==> config.mk <==
export PLATFORM = sky130hd
export DESIGN_NAME = capture_sequencer
export DESIGN_NICKNAME = d
export VERILOG_FILES = /design/src/rtl/capture_sequencer.sv
export SDC_FILE = /design/constraint.sdc
export NUM_CORES = 1
export LEC_CHECK = 0
export ABC_AREA = 1
export CAP_MARGIN = 30
export CORE_MARGIN = 5
export CORE_UTILIZATION = 52
export CTS_BUF_LIST = sky130_fd_sc_hd__clkbuf_8
export DETAILED_ROUTE_END_ITERATION = 6
export GPL_TIMING_DRIVEN = 0
export PLACE_DENSITY = 0.88
export SYNTH_ARGS = -nofsm -noshare
export SYNTH_HDL_FRONTEND = slang
export SYNTH_SLANG_ARGS = --single-unit
==> constraint.sdc <==
create_clock -name clk -period 1.85 [get_ports clk]
set_input_delay 0.37 -clock clk [delete_from_list [all_inputs] [get_ports clk]]
set_output_delay 0.37 -clock clk [all_outputs]
set_load 0.01 [all_outputs]
==> src/rtl/capture_sequencer.sv <==
// Capture sequencer: circular pre/post-trigger sample capture into RAM,
// then a chronological byte dump of the RAM to a UART transmitter.
module capture_sequencer #(
   parameter int ENTRIES = 384,
   parameter int AW      = 9
) (
   input  logic          clk,
   input  logic          rst,
   input  logic          run,
   input  logic          trig,
   input  logic          smpl_en,
   input  logic [AW-1:0] trig_pos,
   input  logic          dump_req,
   input  logic [7:0]    rdata,
   input  logic          tx_rdy,
   output logic          we,
   output logic [AW-1:0] waddr,
   output logic [AW-1:0] raddr,
   output logic          armed,
   output logic          capture_done,
   output logic          clr_run,
   output logic [7:0]    tx_data,
   output logic          tx_vld,
   output logic          dump_done
);

   localparam int CW = AW + 1;
   localparam logic [AW-1:0] LAST = AW'(ENTRIES - 1);
   localparam logic [CW-1:0] ENT  = CW'(ENTRIES);

   typedef enum logic [2:0] {
      IDLE, PRE, WAIT_TRIG, POST, DONE, DUMP_RD, DUMP_TX
   } state_t;

   state_t        state_q, state_d;
   logic [AW-1:0] waddr_q, waddr_d;
   logic [AW-1:0] raddr_q, raddr_d;
   logic [AW-1:0] tp_q, tp_d;
   logic [CW-1:0] pre_cnt_q, pre_cnt_d;
   logic [CW-1:0] post_cnt_q, post_cnt_d;
   logic [CW-1:0] byte_cnt_q, byte_cnt_d;
   logic          armed_q, armed_d;
   logic          done_q, done_d;
   logic [7:0]    tx_data_q, tx_data_d;
   logic          tx_vld_q, tx_vld_d;
   logic          dump_done_q, dump_done_d;
   logic          rd_wait_q, rd_wait_d;

   logic          capturing, wr;
   logic          go_start, go_done, go_abort;
   logic [AW-1:0] tp_in, waddr_inc, raddr_inc;
   logic [CW-1:0] pre_inc, post_inc, byte_inc;

   assign tp_in     = (trig_pos > LAST) ? LAST : trig_pos;
   assign waddr_inc = (waddr_q == LAST) ? '0 : waddr_q + 1'b1;
   assign raddr_inc = (raddr_q == LAST) ? '0 : raddr_q + 1'b1;
   assign pre_inc   = pre_cnt_q + 1'b1;
   assign post_inc  = post_cnt_q + 1'b1;
   assign byte_inc  = byte_cnt_q + 1'b1;

   assign capturing = (state_q == PRE) || (state_q == WAIT_TRIG) ||
                      (state_q == POST);
   // A cycle that drops run aborts, so its sample is not stored
   assign wr        = capturing && run && smpl_en;

   always_comb begin
      state_d     = state_q;
      waddr_d     = waddr_q;
      raddr_d     = raddr_q;
      tp_d        = tp_q;
      pre_cnt_d   = pre_cnt_q;
      post_cnt_d  = post_cnt_q;
      byte_cnt_d  = byte_cnt_q;
      armed_d     = armed_q;
      done_d      = done_q;
      tx_data_d   = tx_data_q;
      tx_vld_d    = tx_vld_q;
      dump_done_d = 1'b0;
      rd_wait_d   = rd_wait_q;
      clr_run     = 1'b0;
      go_start    = 1'b0;
      go_done     = 1'b0;
      go_abort    = capturing && !run;

      if (wr) waddr_d = waddr_inc;

      unique case (state_q)
         IDLE: go_start = run;
         PRE: begin
            if (wr) begin
               pre_cnt_d = pre_inc;
               if (pre_inc == ENT - {1'b0, tp_q}) begin
                  armed_d = 1'b1;
                  state_d = WAIT_TRIG;
               end
            end
         end
         WAIT_TRIG: begin
            if (trig) begin
               post_cnt_d = '0;
               if (tp_q == '0) go_done = 1'b1;
               else state_d = POST;
            end
         end
         POST: begin
            if (wr) begin
               post_cnt_d = post_inc;
               go_done    = (post_inc == {1'b0, tp_q});
            end
         end
         DONE: begin
            if (dump_req) begin
               state_d    = DUMP_RD;
               raddr_d    = waddr_q;
               byte_cnt_d = '0;
               rd_wait_d  = 1'b0;
            end else begin
               go_start = run;
            end
         end
         DUMP_RD: begin
            if (!rd_wait_q) begin
               rd_wait_d = 1'b1;
            end else begin
               rd_wait_d = 1'b0;
               tx_data_d = rdata;
               tx_vld_d  = 1'b1;
               state_d   = DUMP_TX;
            end
         end
         DUMP_TX: begin
            if (tx_rdy) begin
               raddr_d    = raddr_inc;
               byte_cnt_d = byte_inc;
               tx_vld_d   = 1'b0;
               if (byte_inc == ENT) begin
                  dump_done_d = 1'b1;
                  state_d     = DONE;
               end else begin
                  state_d = DUMP_RD;
               end
            end
         end
         default: state_d = IDLE;
      endcase

      if (go_start) begin
         state_d   = PRE;
         done_d    = 1'b0;
         armed_d   = 1'b0;
         pre_cnt_d = '0;
         waddr_d   = '0;
         tp_d      = tp_in;
      end
      if (go_done && !go_abort) begin
         state_d = DONE;
         done_d  = 1'b1;
         armed_d = 1'b0;
         clr_run = 1'b1;
      end
      if (go_abort) begin
         state_d = IDLE;
         armed_d = 1'b0;
      end
   end

   always_ff @(posedge clk) begin
      if (rst) begin
         state_q     <= IDLE;
         waddr_q     <= '0;
         raddr_q     <= '0;
         tp_q        <= '0;
         pre_cnt_q   <= '0;
         post_cnt_q  <= '0;
         byte_cnt_q  <= '0;
         armed_q     <= 1'b0;
         done_q      <= 1'b0;
         tx_data_q   <= '0;
         tx_vld_q    <= 1'b0;
         dump_done_q <= 1'b0;
         rd_wait_q   <= 1'b0;
      end else begin
         state_q     <= state_d;
         waddr_q     <= waddr_d;
         raddr_q     <= raddr_d;
         tp_q        <= tp_d;
         pre_cnt_q   <= pre_cnt_d;
         post_cnt_q  <= post_cnt_d;
         byte_cnt_q  <= byte_cnt_d;
         armed_q     <= armed_d;
         done_q      <= done_d;
         tx_data_q   <= tx_data_d;
         tx_vld_q    <= tx_vld_d;
         dump_done_q <= dump_done_d;
         rd_wait_q   <= rd_wait_d;
      end
   end

   assign we           = wr;
   assign waddr        = waddr_q;
   assign raddr        = raddr_q;
   assign armed        = armed_q;
   assign capture_done = done_q;
   assign tx_data      = tx_data_q;
   assign tx_vld       = tx_vld_q;
   assign dump_done    = dump_done_q;

endmodule

==> summary.md, run 1 <==
| Metric | Value |
|---|---|
| Synthesized flop and latch total | `73` |
| Wire length of the first global-routing pass | `roughly 20000 um` |
| Longest Clk Path Bufs | `2` |
| Post-synthesis cell count | `around 650` |
| Clk slew on worst S/H paths | `80 ps` |
| Placer Congestion | `0.935` |
| Critical Path RT | `1480 ps` |
| Final-report max-slew violation count | `0` |
| Power per Cell Area | `744 mW/mm^2` |
| Num CTS Buffers | `9` |
| Sequential cell area | `0.00149 sq mm` |
| Endpoints failing setup | `4` |
| Mean Syn Cell Area | `roughly 6.7 sq um` |
| Worst Setup Start Kind | `flop` |
| GRT Resource Usage Total | `23.8%` |
| Average wire per standard cell | `~15 um` |
| Minimum clock period | `2500 ps` |
| GRT overflow | `0` |
| Buf/Inv on CP | `1` |
| Layout Utilization | `68.9%` |
| CTS H-tree lvls | `3` |
| Die Width | `around 100 um` |
| Area Overhead vs Synth | `29.1%` |
| Hold wc startpoint | `tx_vld` |
| Worst hold-check path type | `flop to flop` |
| Final Skew | `12.6 ps` |
| Share of cells above drive strength 1 | `20.6%` |
| Port Buf Inserts | `54` |
| Leak pwr | `~2.3 nW` |
| Synthesized Nets | `676` |
| CP Cell Sequence | `ha_4 -> xor2_2 -> a21oi_2 -> nand3_1 -> nor4_2 -> nand4_1 -> a21oi_2 -> buf_2` |
| Fin nets | `759` |
| Period utilization | `135%` |
| TritonCTS clock tree | `built` |
| Mapped cell area | `0.00436 sq mm` |
| Crit path kind | `flop to primary output` |
| Crit-path max FO | `2` |
| Worst-Skew Late Latency | `350 ps` |
| Unrepaired setup endpoints after global routing | `true` |
| Internal | `around 2.6 mW` |
| Antenna Nets Post-Route | `0` |
| Max_slew headroom | `a little over three fifths` |
| Full die area | `0.0103 sq mm` |
| Initial antenna violation count | `0` |
| Worst-Margin Slew | `553 ps` |
| Multi-input gate area | `~0.0028 sq mm` |
| FP Rows | `33` |
| Seq pwr share | `41.7%` |
| Die Span Y | `102 um` |
| Setup TNS | `-874 ps` |
| Seq/Total Area, Yosys | `between 30% and 40%` |
| Initial DRC count | `around 440` |
| CP delay by family, top | `simple AND/OR/NAND/NOR gates` |
| MaxCap Viol Count | `0` |
| Via Count | `4798` |
| Failing checks | `negative setup slack` |
| I/O Pins | `56` |
| Fmax | `between 0.4 and 0.5 GHz` |
| Worst stage delay on the critical path | `360 ps` |
| HPWL Detailed | `about 9000 um` |
| Logic pwr share | `33.0%` |
| Largest net degree at the start of global routing | `12` |
| Root Buffer | `clkbuf_8` |
| Final hold vios | `0` |
| Starting Density | `53.3%` |
| Vias in the first global route | `4531` |
| # DRC | `0` |
| Core Region | `~0.008 sq mm` |
| Worst Hold Slack | `468 ps` |
| DP Area | `0.00505 sq mm` |
| Yosys warns | `0` |
| Num Clock Sinks | `73` |
| FF-to-FF Start | `post_cnt_q[1]` |
| Critical Path Source | `post_cnt_q[1]` |
| Diode count | `0` |
| Outcome | `complete, but fails checks` |
| Crit-path slowest cell | `dfxtp_4` |
| Clock network power share | `25.3%` |
| CP Capture Type | `primary output` |
| Distinct cells, synth | `47` |
| Fin area | `~0.0056 sq mm` |
| CP arrival | `2130 ps` |
| DRT Pass-1 Iters | `6` |
| Drt via density | `5.73` |
| VDD IR max | `0.476 mV` |
| NetSw | `1.57 mW` |
| Drt total wl | `about 13000 um` |
| Most used cell, CP | `a21oi_2` |
| Post-route worst setup slack | `-648 ps` |
| Switching share of power | `37.5%` |
| Fill count | `612` |
-- power by group through the flow --
stage / sequential, mW / clock, mW / combinational, mW
floorplan: 1.74 / 0 / 0.892
global placement: 1.76 / 0 / 1.11
detailed placement: 1.76 / 0 / 1.16
CTS: 1.73 / 1.06 / 1.23
global route: 1.75 / 1.14 / 1.51
finish: 1.75 / 1.06 / 1.38
-- state kept, by name (all words and copies together) (netlist names), 3 cells and up --
signal	count
pre_cnt_q	10
raddr	9
waddr	9
post_cnt_q	10
tx_data	8
tp_q	9
byte_cnt_q	10
state_q	3
-- per-layer routing --
metal,wire (um),vias to the layer above,track usage [%],part of all wire (%)
li1,-,2289,-,-
met1,5020,2216,27.8,39
met2,6420,236,42.1,50
met3,866,57,4.82,6.8
met4,420,0,10.4,3.3
met5,0,-,0,0
-- worst paths after layout --
path | to | slack [ps] | cells after the start
worst max-delay path | clr_run | -650 | 8
worst min register to register | tx_vld | 470 | 2
worst min-delay path | tx_vld | 470 | 2
worst max register to register | state_q[1] | -100 | 13
-- layout by cell type, fill, tap and decap left out, drive strengths merged, types with 2 or more instances in the layout --
cell	count
o211ai	3
nand4	17
ha	6
o21a	2
nand2	170
nor3	12
buf	27
dfxtp	73
clkbuf	15
nand3b	3
a31oi	3
a211oi	8
dlymetal6s2s	2
xor2	15
nand3	49
clkdlybuf4s50	51
a21oi	55
xnor2	5
or2	7
inv	80
clkinv	7
nor4	4
nor2	77
o21bai	2
o21ai	33
a221oi	2
-- kinds of logic (layout without fill, tap and decap cells) --
kind of cell	count (synthesis)	count (layout)	share of synthesized area, %
AND/OR/NAND/NOR	340	340	36.6
AO/OA/AOI/OAI	111	111	14.4
buffers and inverters	95	182	9.30
flip-flops	73	73	33.5
XOR/XNOR	21	21	4.53
adder cells (fa/ha/maj)	6	6	1.72
-- Yosys cell counts, drive strengths merged --
library cell	instances	share of area, %
nand3b	3	0.52
nor4	4	0.92
nor3	12	1.5
a221oi	2	0.40
o21ai	33	4.0
a211oi	8	1.4
buf	8	1.6
inv	77	6.7
clkinv	4	0.46
ha	6	1.7
clkbuf	6	0.52
nand4	17	2.4
a31o	1	0.20
xnor2	5	1.0
nand2	170	15
a21oi	55	6.4
o31ai	1	0.17
a31oi	3	0.43
xnor3	1	0.52
or2	7	1.0
and2	1	0.20
nand3	49	6.0
o21bai	2	0.43
o21a	2	0.34
o22ai	1	0.14
dfxtp	73	34
xor2	15	3.0
nor2	77	8.5
o211ai	3	0.52
-- worst register-to-register path: cells and delay by family (launching register included) --
family / cells / cell delay (ps)
adders and majority gates: 1 / 170
and+or+nand+nor: 12 / 1320
DFF: 1 / 360
-- repair_timing --
action / in CTS / in global routing
pin swaps: 12 / 12
buffers inserted: 10 / 8
hold buffers: 0 / 0
endpoints found under the setup margin: 16 / 35
resized for setup: 43 / 48
-- stage by stage --
stage | setup slack, ps | total power [mW] | instances
global route | -769 | 4.40 | 838
floorplan | -60.2 | 2.63 | 646
finish | -648 | 4.19 | 838
global placement | -1120 | 2.87 | 805
detailed placement | -1100 | 2.92 | 805
CTS | -621 | 4.02 | 830
-- cell type report --
type,instances,share of cell area (%)
clock inverters,6,0.533
plain buffers,14,1.64
clock buffers,9,2.20
multi-input cells,478,49.1
inverters,81,5.71
well taps,105,2.33
repair buffers,72,12.0
flip-flops and latches,73,26.5
Note: power is estimated with default switching activity, not from simulation.
==> run 2: changes to the inputs <==
--- a/config.mk
+++ b/config.mk
@@ -8,11 +8,11 @@
 export ABC_AREA = 1
 export CAP_MARGIN = 30
 export CORE_MARGIN = 5
-export CORE_UTILIZATION = 52
+export CORE_UTILIZATION = 35
 export CTS_BUF_LIST = sky130_fd_sc_hd__clkbuf_8
 export DETAILED_ROUTE_END_ITERATION = 6
 export GPL_TIMING_DRIVEN = 0
-export PLACE_DENSITY = 0.88
+export PLACE_DENSITY = 0.66
 export SYNTH_ARGS = -nofsm -noshare
 export SYNTH_HDL_FRONTEND = slang
 export SYNTH_SLANG_ARGS = --single-unit
==> run 2 against run 1 <==
  * Sequential share of layout area decreased by 0.20 points
  * Die area increased by 43%
  * Clock skew increased by 4.1 ps
  * Power increased by 4.5%
  * Worst hold slack got worse by 32 ps
  * Clock power increased by 29%
  * Critical path depth unchanged
  * Highest routed layer unchanged
  * The run still ends with negative setup slack left
  * Routed wire length decreased by 8.9%
  * Largest power group unchanged
  * Sequential cell count unchanged
  * Sequential power about the same
  * First-iteration DRC count decreased by 31%
==> summary.md, run 2 (synthesized netlist as in run 1, its figures left out) <==
| Metric | Value |
|---|---|
| Full die area | `0.0148 sq mm` |
| Multi-input gate area | `approximately 0.0027 sq mm` |
| Antenna Nets Post-Route | `0` |
| Share of cells above drive strength 1 | `about 20%` |
| Post-route insts no fill | `896` |
| FP Rows | `40` |
| HPWL Detailed | `8810 um` |
| TritonCTS clock tree | `built` |
| Leak pwr | `about 2.3 nW` |
| Crit-path max FO | `2` |
| Endpoints failing setup | `2` |
| Outcome | `complete, but fails checks` |
| Worst Setup Start Kind | `flop` |
| Worst hold-check path type | `primary input to flop` |
| Num Clock Sinks | `73` |
| Final Skew | `16.7 ps` |
| Root Buffer | `clkbuf_8` |
| Critical Path RT | `about 1500 ps` |
| Final-report max-slew violation count | `0` |
| CP arrival | `2070 ps` |
| Commonest non-fill, non-tap cell in the layout | `nand2_1` |
| Wire length of the first global-routing pass | `about 20000 um` |
| Largest registers | `byte_cnt_q: 10 flops, post_cnt_q: 10 flops, pre_cnt_q: 10 flops` |
| Initial DRC count | `303` |
| MaxCap Viol Count | `0` |
| DRT Pass-1 Iters | `5` |
| Largest net degree at the start of global routing | `13` |
| Fill count | `between 1000 and 1500` |
| Longest Clk Path Bufs | `2` |
| I/O Pins | `56` |
| Average wire per standard cell | `12.9 um` |
| Diode count | `0` |
| Final hold vios | `0` |
| Worst-Margin Slew | `between 600 and 700 ps` |
| Initial antenna violation count | `0` |
| Unrepaired setup endpoints after global routing | `true` |
| Crit path kind | `flop to primary output` |
| Fmax | `between 0.4 and 0.5 GHz` |
| Commonest non-fill, non-tap cells in the layout | `151 x nand2_1, 60 x inv_1, 59 x dfxtp_1` |
| Worst slack at placement | `-1190 ps` |
| Vias in the first global route | `approximately 4100` |
| Drt via density | `~4.9` |
| Core Region | `0.0121 sq mm` |
| Hold buffers post-CTS | `0` |
| CP Capture Type | `primary output` |
| Clk slew on worst S/H paths | `80 ps` |
| Post-route worst setup slack | `-591 ps` |
| Layout Utilization | `a little under half` |
| Total power draw | `4.38 mW` |
| Num CTS Buffers | `9` |
| Drt total wl | `~12000 um` |
| Failing checks | `negative setup slack` |
| VDD IR max | `~0.33 mV` |
| GRT overflow | `0` |
| Minimum clock period | `2440 ps` |
| Port Buf Inserts | `54` |
| Period utilization | `132%` |
| Placer Congestion | `between 0.8 and 0.9` |
| Power per Cell Area | `773 mW/mm^2` |
| GRT Resource Usage Total | `15.9%` |
| DP Cell Count | `868` |
| Sequential cell area | `0.00149 sq mm` |
| # DRC | `0` |
| CTS H-tree lvls | `3` |
| Die Span Y | `between 100 and 150 um` |
| Worst-Skew Late Latency | `360 ps` |
| Fin nets | `754` |
| Starting Density | `36.0%` |
| Area Overhead vs Synth | `29.9%` |
| Die Width | `122 um` |
| Setup TNS | `-614 ps` |
| Max_slew headroom | `59.1%` |
| Via Count | `4414` |
==> run 2: area by class of cell <==
| class | instances | area share, % |
|---|---|---|
| Multi-Input combinational cell | 478 | 47.8 |
| Sequential cell | 73 | 26.3 |
| Timing Repair Buffer | 67 | 11.3 |
| Inverter | 81 | 5.63 |
| Tap cell | 168 | 3.71 |
| Clock buffer | 9 | 2.19 |
| Buffer | 14 | 1.66 |
| Clock inverter | 6 | 1.48 |
==> run 2: where the power goes <==
group	switching [mW]	total [mW]	internal (mW)
Sequential	0.0908	1.74	1.65
Clock	0.622	1.37	0.747
Combinational	0.762	1.27	0.510
==> run 2: final timing paths <==
kind | cells after the start | startpoint | to | slack (ps)
setup / recovery | 8 | post_cnt_q[0] | clr_run | -590
hold / removal | 2 | rst | dump_done | 440
setup reg to reg | 14 | post_cnt_q[0] | state_q[1] | -20
hold reg to reg | 2 | tx_vld | tx_vld | 470
==> run 2: timing repair <==
| action | 4_1_cts | 5_1_grt |
|---|---|---|
| buffers inserted | 5 | 8 |
| endpoints found under the setup margin | 16 | 46 |
| pin swaps | 11 | 21 |
| resized for setup | 33 | 48 |
==> run 2: metrics by stage <==
| stage | hold WS [ps] | instance area, sq um |
|---|---|---|
| floorplan | 449 | 4380 |
| CTS | 451 | 5450 |
| finish | 437 | 5660 |
| detailed placement | 465 | 5130 |
| global placement | 453 | 5130 |
| global route | 450 | 5660 |
==> run 2: critical path, stage by stage, from the launching register on <==
cell and delay [ps]:
dfxtp_2 340, ha_4 240, xor2_1 150, a21oi_2 140, nand3_1 100, nor4_2 290, nand4_1 150, a21oi_2 170
buf_2 160
==> run 2: routing by layer <==
metal | global-route usage, % | share of wire, % | up-vias
li1 | - | - | 2278
met1 | 20.2 | 46 | 2010
met2 | 26.9 | 47 | 107
met3 | 3.85 | 5.4 | 19
met4 | 4.83 | 1.9 | 0
met5 | 0 | 0 | -
==> run 3: changes to the inputs <==
--- a/config.mk
+++ b/config.mk
@@ -11,7 +11,7 @@
 export CORE_UTILIZATION = 35
 export CTS_BUF_LIST = sky130_fd_sc_hd__clkbuf_8
 export DETAILED_ROUTE_END_ITERATION = 6
-export GPL_TIMING_DRIVEN = 0
+export GPL_TIMING_DRIVEN = 1
 export PLACE_DENSITY = 0.66
 export SYNTH_ARGS = -nofsm -noshare
 export SYNTH_HDL_FRONTEND = slang
==> run 3 against run 2 <==
  * Fmax is 1.6% lower
  * Critical endpoint unchanged
  * Die area stayed put
  * Worst setup slack worse by 39 ps
  * Clock skew is 7.6 ps lower
  * Combinational power is 20% higher
  * Sequential power hardly changed
  * The run still ends with negative setup slack left
  * Largest power group unchanged
  * Non-clock buffer count is 68 higher
  * Critical path depth is 1 higher
  * Final area is 6.8% higher
==> summary.md, run 3 (synthesized netlist as in run 1, its figures left out) <==
| Metric | Value |
|---|---|
| Period utilization | `134%` |
| Drt via density | `about 4.9` |
| Diode count | `0` |
| Worst stage delay on the critical path | `around 350 ps` |
| Worst-Margin Slew | `410 ps` |
| Worst Setup Start Kind | `flop` |
| FP Rows | `40` |
| Die Width | `122 um` |
| Hold wc startpoint | `tx_vld` |
| Full die area | `0.0148 sq mm` |
| DRT Pass-1 Iters | `7` |
| Crit-path max FO | `2` |
| CP arrival | `2110 ps` |
| Crit-path slowest cell | `dfxtp_2` |
| Leak pwr | `2.60 nW` |
| GRT overflow | `0` |
| Core Region | `0.0121 sq mm` |
| Total power draw | `4.32 mW` |
| Largest net degree at the start of global routing | `34` |
| Minimum clock period | `2480 ps` |
| Hold buffers post-CTS | `0` |
| Critical Path RT | `1480 ps` |
| CTS H-tree lvls | `3` |
| Starting Density | `36.0%` |
| Fill count | `1222` |
| Clk slew on worst S/H paths | `70 ps` |
| Share of cells above drive strength 1 | `25.0%` |
| CP Cell Sequence | `ha_4 -> nand2_4 -> o21bai_1 -> nand2_1 -> xor2_1 -> nor4_2 -> nand4_1 -> a21oi_2 -> buf_2` |
| Post-route worst setup slack | `-630 ps` |
| Unrepaired setup endpoints after global routing | `true` |
| GRT Resource Usage Total | `17.0%` |
| Drt total wl | `12400 um` |
| Vias in the first global route | `about 4700` |
| Num CTS Buffers | `9` |
| Outcome | `complete, but fails checks` |
| Worst-Skew Late Latency | `370 ps` |
| Final hold vios | `0` |
| Commonest non-fill, non-tap cell in the layout | `nand2_1` |
| TritonCTS clock tree | `built` |
| Crit path kind | `flop to primary output` |
| Average wire per standard cell | `between 10 and 15 um` |
| DP Area | `0.00575 sq mm` |
| Die Span Y | `122 um` |
| Sequential cell area | `0.00148 sq mm` |
| Post-CTS setup buffers | `0` |
| CP Capture Type | `primary output` |
| Multi-input gate area | `between 0.002 and 0.003 sq mm` |
| Fmax | `0.403 GHz` |
| HPWL Detailed | `9450 um` |
| Fin nets | `between 800 and 900` |
| Via Count | `~4800` |
| Power per Cell Area | `around 710 mW/mm^2` |
| Final-report max-slew violation count | `0` |
| Worst hold-check path type | `flop to flop` |
| Max_slew headroom | `72.7%` |
| Port Buf Inserts | `55` |
| I/O Pins | `56` |
| Placer Congestion | `0.905` |
| Initial DRC count | `359` |
| Longest Clk Path Bufs | `2` |
| FF-to-FF Start | `post_cnt_q[1]` |
| Area Overhead vs Synth | `38.8%` |
| Final Skew | `9.07 ps` |
| Antenna Nets Post-Route | `0` |
| MaxCap Viol Count | `0` |
| Fin area | `a little over 0.006 sq mm` |
| Initial antenna violation count | `0` |
| Failing checks | `negative setup slack` |
| Critical Path Source | `post_cnt_q[1]` |
| # DRC | `0` |
| Wire length of the first global-routing pass | `20600 um` |
| Root Buffer | `clkbuf_8` |
| VDD IR max | `around 0.34 mV` |
| Largest registers | `byte_cnt_q: 10 flops, post_cnt_q: 10 flops, pre_cnt_q: 10 flops` |
| Commonest non-fill, non-tap cells in the layout | `152 x nand2_1, 91 x buf_4, 67 x inv_1` |
| Endpoints failing setup | `4` |
| Num Clock Sinks | `73` |
run 3: cell count changes in the layout (fill, tap and decap cells not counted), sizes merged:
cell,before,now
clkbuf,15,9
clkdlybuf4s50,51,52
clkdlybuf4s15,0,1
dlygate4sd2,1,0
inv,77,80
bufinv,2,0
buf,22,95
run 3: final timing paths:
path | slack (ps) | cells after the start | to
setup / recovery | -630 | 9 | clr_run
hold / removal | 460 | 2 | tx_vld
hold reg to reg | 460 | 2 | tx_vld
setup reg to reg | -90 | 15 | state_q[1]
run 3: stage by stage:
stage | setup TNS (ps) | setup WS, ps | cells | hold slack (ps) | util, %
2_1_floorplan | -60.2 | -60.2 | 646 | 449 | -
3_3_place_gp | -5850 | -916 | 949 | 450 | 47.5
3_5_place_dp | -6310 | -920 | 949 | 455 | 47.5
4_1_cts | -702 | -577 | 965 | 468 | 49.0
5_1_grt | -1430 | -750 | 965 | 496 | 50.0
6_report | -762 | -630 | 965 | 464 | 50.0
run 3: metal layers:
metal	vias up	track usage, %	share of wire (%)
li1	2404	-	-
met1	2176	20.3	44
met2	153	28.6	48
met3	21	4.74	6.9
met4	0	7.28	1.7
met5	-	0	0
run 3: layout make-up:
| cell class | count | share of cell area (%) |
|---|---|---|
| Clock buffer | 9 | 2.05 |
| Clock inverter | 7 | 0.517 |
| Inverter | 81 | 5.19 |
| Multi-Input combinational cell | 478 | 43.5 |
| Sequential cell | 73 | 24.4 |
| Tap cell | 168 | 3.47 |
| Timing Repair Buffer | 149 | 20.9 |
run 3: worst max-delay path, delay by kind of cell, from the launching register on:
| family | cells | cell delay (ps) |
|---|---|---|
| simple gates | 4 | 580 |
| flops | 1 | 350 |
| compound gates | 2 | 330 |
| fa+ha+maj | 1 | 170 |
| xor+xnor | 1 | 170 |
| buf+inv | 1 | 150 |
run 3: power by group:
group	total [mW]	internal, mW	leakage [nW]	switching, mW
Sequential	1.72	1.65	0.595	0.0725
Combinational	1.53	0.691	1.91	0.838
Clock	1.07	0.463	0.0963	0.606
run 3: timing repair:
item,4_1_cts,5_1_grt
resized for setup,20,34
pin swaps,7,13
endpoints found under the hold margin,0,0
gates cloned,0,0
setup endpoints to repair,6,11
